$ cat config.mk
export PLATFORM = sky130hd
export DESIGN_NAME = mtr_duty_ovr_ctrl
export DESIGN_NICKNAME = d
export VERILOG_FILES = /design/src/rtl/mtr_duty_ovr_ctrl.sv
export SDC_FILE = /design/constraint.sdc
export NUM_CORES = 1
export LEC_CHECK = 0
export BUFFER_PORTS_ARGS = -buffer_cell sky130_fd_sc_hd__buf_2
export CORE_ASPECT_RATIO = 1.75
export CORE_MARGIN = 3
export CORE_UTILIZATION = 40
export DETAILED_ROUTE_END_ITERATION = 10
export GPL_TIMING_DRIVEN = 0
export HOLD_SLACK_MARGIN = 0.05
export PLACE_DENSITY = 0.66
export SYNTH_ARGS = -nofsm -noshare
export SYNTH_HDL_FRONTEND = slang
export SYNTH_SLANG_ARGS = --single-unit
export TNS_END_PERCENT = 1
$ cat constraint.sdc
create_clock -name clk -period 3.5 [get_ports clk]
set_input_delay 0.7 -clock clk [delete_from_list [all_inputs] [get_ports clk]]
set_output_delay 0.7 -clock clk [all_outputs]
set_load 0.02 [all_outputs]
$ cat src/rtl/mtr_duty_ovr_ctrl.sv
// Motor duty register with over-current shutdown.
// Define OVR_I_RETRY_EN to add a timed cooldown that retries automatically.
module mtr_duty_ovr_ctrl #(
  parameter int unsigned OVR_PERIODS  = 3,
  parameter int unsigned COOL_PERIODS = 64
) (
  input  logic               clk,
  input  logic               rst_n,
  input  logic signed [11:0] spd,
  input  logic               OVR_I,
  input  logic               PWM_synch,
  input  logic               ovr_I_blank,
  input  logic               clr_shtdwn,
  output logic [10:0]        duty,
  output logic               shtdwn,
  output logic               ovr_evt
);

  localparam int unsigned DUTY_W = 11;
  localparam int unsigned CNT_W  = 4;
  localparam int unsigned TGT_W  = 13;
  localparam logic [DUTY_W-1:0] DUTY_ZERO = 11'h400;
  localparam logic [DUTY_W-1:0] DUTY_MAX  = 11'h7FF;

  if (OVR_PERIODS < 1 || OVR_PERIODS > 15) begin : g_bad_ovr
    $error("OVR_PERIODS out of range 1..15");
  end
  if (COOL_PERIODS < 1 || COOL_PERIODS > 255) begin : g_bad_cool
    $error("COOL_PERIODS out of range 1..255");
  end

`ifdef OVR_I_RETRY_EN
  localparam int unsigned COOL_W = 8;
  typedef enum logic [1:0] {ST_RUN = 2'd0, ST_SHUT = 2'd1, ST_COOL = 2'd2} state_t;
`else
  typedef enum logic [1:0] {ST_RUN = 2'd0, ST_SHUT = 2'd1} state_t;
`endif

  state_t state, state_nx;

  logic             flag, flag_nx;
  logic [CNT_W-1:0] cnt, cnt_nx;
  logic [DUTY_W-1:0] duty_nx;
  logic             shtdwn_nx;
  logic             ovr_evt_nx;

  // Target duty: sign-extended speed offset to mid-scale, clamped to the duty range
  logic signed [TGT_W-1:0] tgt_sum;
  logic [DUTY_W-1:0]       tgt;
  assign tgt_sum = {spd[11], spd} + 13'sd1024;
  always_comb begin
    tgt = tgt_sum[DUTY_W-1:0];
    if (tgt_sum[TGT_W-1])            tgt = '0;
    else if (tgt_sum > 13'sd2047)    tgt = DUTY_MAX;
  end

  logic                qual;
  logic                hit;
  logic [CNT_W:0]      cnt_inc;
  logic                trip;
  assign qual    = OVR_I & ~ovr_I_blank & (state == ST_RUN);
  assign hit     = flag | qual;
  assign cnt_inc = {1'b0, cnt} + 5'd1;
  assign trip    = (state == ST_RUN) & PWM_synch & hit & (cnt_inc == 5'(OVR_PERIODS));

`ifdef OVR_I_RETRY_EN
  logic [COOL_W-1:0] cool_cnt, cool_cnt_nx;
  logic [COOL_W:0]   cool_inc;
  logic              cool_done;
  assign cool_inc  = {1'b0, cool_cnt} + 9'd1;
  assign cool_done = (cool_inc == 9'(COOL_PERIODS));
`endif

  always_ff @(posedge clk) begin
    if (!rst_n) state <= ST_RUN;
    else        state <= state_nx;
  end

  always_comb begin
    state_nx = state;
    case (state)
      ST_RUN:  if (trip) state_nx = ST_SHUT;
      ST_SHUT: begin
        if (clr_shtdwn) state_nx = ST_RUN;
`ifdef OVR_I_RETRY_EN
        else if (PWM_synch) state_nx = ST_COOL;
`endif
      end
`ifdef OVR_I_RETRY_EN
      ST_COOL: if (clr_shtdwn || (PWM_synch && cool_done)) state_nx = ST_RUN;
`endif
      default: state_nx = ST_RUN;
    endcase
  end

  // Next values for the registered outputs and period bookkeeping
  always_comb begin
    duty_nx    = duty;
    shtdwn_nx  = shtdwn;
    ovr_evt_nx = qual;
    flag_nx    = flag;
    cnt_nx     = cnt;
`ifdef OVR_I_RETRY_EN
    cool_cnt_nx = cool_cnt;
`endif
    case (state)
      ST_RUN: begin
        flag_nx = hit;
        if (PWM_synch) begin
          flag_nx = 1'b0;
          if (trip) begin
            cnt_nx    = '0;
            duty_nx   = DUTY_ZERO;
            shtdwn_nx = 1'b1;
          end else begin
            cnt_nx  = hit ? cnt_inc[CNT_W-1:0] : '0;
            duty_nx = tgt;
          end
        end
      end
      ST_SHUT: begin
        flag_nx   = 1'b0;
        cnt_nx    = '0;
        duty_nx   = DUTY_ZERO;
        shtdwn_nx = ~clr_shtdwn;
`ifdef OVR_I_RETRY_EN
        cool_cnt_nx = '0;
`endif
      end
`ifdef OVR_I_RETRY_EN
      ST_COOL: begin
        flag_nx = 1'b0;
        cnt_nx  = '0;
        duty_nx = DUTY_ZERO;
        if (clr_shtdwn) begin
          shtdwn_nx   = 1'b0;
          cool_cnt_nx = '0;
        end else if (PWM_synch) begin
          if (cool_done) begin
            shtdwn_nx   = 1'b0;
            cool_cnt_nx = '0;
          end else begin
            cool_cnt_nx = cool_inc[COOL_W-1:0];
          end
        end
      end
`endif
      default: begin
        flag_nx   = 1'b0;
        cnt_nx    = '0;
        duty_nx   = DUTY_ZERO;
        shtdwn_nx = 1'b0;
      end
    endcase
  end

  always_ff @(posedge clk) begin
    if (!rst_n) begin
      duty    <= DUTY_ZERO;
      shtdwn  <= 1'b0;
      ovr_evt <= 1'b0;
      flag    <= 1'b0;
      cnt     <= '0;
`ifdef OVR_I_RETRY_EN
      cool_cnt <= '0;
`endif
    end else begin
      duty    <= duty_nx;
      shtdwn  <= shtdwn_nx;
      ovr_evt <= ovr_evt_nx;
      flag    <= flag_nx;
      cnt     <= cnt_nx;
`ifdef OVR_I_RETRY_EN
      cool_cnt <= cool_cnt_nx;
`endif
    end
  end

endmodule

==> impl_metrics.json <==
{
  "synthCells": 107,
  "n_antenna_cell": 0,
  "r2r-end": "duty[9]",
  "slowest_stage": "ha_1",
  "grt_pass1_wl_mm": 3.553,
  "grt_max_degree": 12,
  "status": "completed",
  "synth_edf_count": 0,
  "ant_nets": 0,
  "place_ws_ns": 1.452,
  "start_kind": "input pin",
  "fin_crit_ns": 1.699,
  "avgSynthCellArea_um2": 8.560,
  "synth_area_um2": 915.9,
  "synth_top_family_by_area": "simple AND/OR/NAND/NOR gates",
  "gp_congestion": 0.7437,
  "final-seq-area_um2": 380.4,
  "worstHoldPathCells": 2,
  "dieWidth_um": 42.17,
  "r2r-start": "cnt[0]",
  "ir_drop_mv": 0.2282,
  "fmax_ghz": 0.5885,
  "core.rowCount": 22,
  "antenna_found_initial": 0,
  "drv_slew": 0,
  "hold_violations": 0,
  "grt.total_usage": 0.1521,
  "drc": 0,
  "cts_sinks": 19,
  "finalClockSkew_ns": 0.01710,
  "crit_chain": "buf_2 > inv_1 > ha_1 > nand4_1 > nor4_1 > o221a_1 > o21ai_2",
  "yosys.area_share.adder": 0.05464,
  "setup-violations-final": 0,
  "synth_xor_area_frac": 0.009563,
  "fill_cells": 233,
  "first_pass_iters": 2,
  "grt-ovfl-total": 0,
  "yosys.area.top_type_share": 0.4153,
  "wl_per_cell_um": 12.30,
  "fin_tns_setup_ns": 0,
  "die-area_mm2": 0.002922,
  "synthSimpleGateAreaFrac": 0.2842,
  "cts_tree": "done",
  "cts_buffers": 3,
  "coreArea_mm2": 0.002147,
  "synthTopCellsByCount": "19 x dfxtp_1, 16 x nor2_1, 13 x nand2_1, 10 x o21ai_1, 4 x ha_1",
  "drive_gt1_frac": 0.2837,
  "period_share": 0.4855,
  "dp.cells": 161,
  "max_cap_violations": 0,
  "synth_most_common_cell": "dfxtp_1",
  "arrival_ns": 1.91,
  "clkTransAtPathRegs_ns": 0.12,
  "ios": 31,
  "yosysSeqAreaShare": 0.4153,
  "drt_iter0_drc": 14,
  "cp_max_fo": 4,
  "finalWirelength_mm": 2.030,
  "critPathRequiredTime_ns": 3.71,
  "post_cts_buffers": 0,
  "cp_top_family": "simple AND/OR/NAND/NOR gates",
  "start_util": 0.4266,
  "ctsResizeCount": 0,
  "min-delay-start": "duty[8]",
  "clockBufferDepth": 2,
  "area_growth_pct": 22.68,
  "final_cells": 165,
  "holdPathEnd": "duty[8]",
  "crit_type": "in -> reg",
  "multiInputGateArea_um2": 513.0,
  "finalNetCount": 164,
  "dp_hpwl_mm": 1.692,
  "yosys_warnings": 0,
  "ys.flop_type": "dfxtp_1",
  "worst-path-buf-inv": 2,
  "synthTopCellsByArea": "dfxtp_1 42%, nor2_1 6.6%, ha_1 5.5%",
  "slowest_delay_ns": 0.32,
  "die_h_um": 69.30,
  "synth-compound-area-share": 0.2117,
  "root_buffer": "clkbuf_4",
  "vias": 870,
  "clk_latency_ns": 0.31,
  "worstMarginPinSlew_ns": 0.6187,
  "p_per_area_mw_per_mm2": 375.9,
  "setup_ws_ns": 1.801,
  "grt_pass1_vias": 865,
  "viasPerCell": 5.273,
  "hp-class": "reg -> reg",
  "rsz0062_at_grt": "no",
  "reg2reg_depth": 6,
  "portBuffers": 30,
  "muxShareOfSynthArea": 0,
  "slew_headroom": 0.5860,
  "synth.distinct_cells": 34,
  "synth_top_area_cell": "dfxtp_1",
  "cp-end-kind": "flip-flop",
  "synth_fp_nets": 129,
  "p_leak_nw": 0.4992,
  "htreeDepth": 1,
  "holdBufCountCts": 0,
  "ys_ff_latch": 19,
  "rrSetupSlack_ns": 1.81,
  "async_reset_ff_frac": 0
}
-- worst max-delay path by stage --
stage                          end  startpoint  slack, ns  depth (start not counted)
after floorplan           duty[10]     spd[10]       1.74                          6
after global placement    duty[10]     spd[10]       1.50                          7
after detailed placement  duty[10]     spd[10]       1.45                          7
after CTS                 duty[10]     spd[10]       1.79                          7
after global routing       duty[4]      cnt[0]       1.72                          6
final                     duty[10]     spd[10]       1.80                          7
-- state kept, by name, summed over array words and instances (netlist names) --
name	flops
duty	11
cnt	4
flag	1
ovr_evt	1
shtdwn	1
state	1
-- layout by cell type (no fill, tap or decap), types with 2 or more instances in the layout --
cell / netlist / routed
nand4_1: 2 / 2
nor3b_1: 3 / 3
nand2b_1: 2 / 2
nor2_1: 16 / 16
dfxtp_1: 19 / 19
and2_1: 3 / 3
o21ai_1: 10 / 10
a21oi_1: 2 / 2
ha_1: 4 / 4
nand2_1: 13 / 13
clkbuf_4: 0 / 3
nor2b_1: 2 / 2
a32o_1: 2 / 2
nor3_1: 2 / 2
buf_2: 0 / 30
clkbuf_1: 3 / 3
o21ai_0: 3 / 3
inv_1: 3 / 3
-- through the flow --
step                hold slack (ns)    util  area [µm²]  total power, W
floorplan                    0.4883       -       915.9       0.0002856
global placement             0.4342  0.5105        1096       0.0003148
detailed placement           0.4385  0.5105        1096       0.0003170
CTS                          0.4536  0.5233        1124       0.0004259
global route                 0.4774  0.5233        1124       0.0004431
finish                       0.4498  0.5233        1124       0.0004223
-- logic make-up after synthesis --
family,after synthesis
compound gates,26
simple gates,51
buf+inv,6
flops,19
fa+ha+maj,4
xor+xnor,1
-- tightest hold or removal path, stage by stage, from the launching register on --
cell     delay [ns]
dfxtp_1        0.32
nand2_1        0.05
o21ai_1        0.05
-- where the power goes --
group,total (W),internal (W),switching [W]
clock,0.000111,0.0000427,0.0000688
sequential,0.000234,0.000228,0.00000607
combinational,0.0000770,0.0000298,0.0000473
-- area by class of cell --
type | count | share of cell area
plain buffers | 3 | 0.01002
well taps | 24 | 0.02673
repair buffers | 30 | 0.1336
clock inverters | 1 | 0.004454
flip-flops and latches | 19 | 0.3385
inverters | 3 | 0.01002
clock buffers | 3 | 0.02004
multi-input cells | 82 | 0.4566
-- per-layer routing --
metal | part of all wire | track usage | vias up
met1 | 0.38 | 0.1516 | 392
li1 | - | - | 446
met4 | 0.028 | 0.08304 | 0
met2 | 0.53 | 0.2852 | 27
met5 | 0 | 0 | -
met3 | 0.060 | 0.02078 | 5
(Power assumes the default switching activity.)
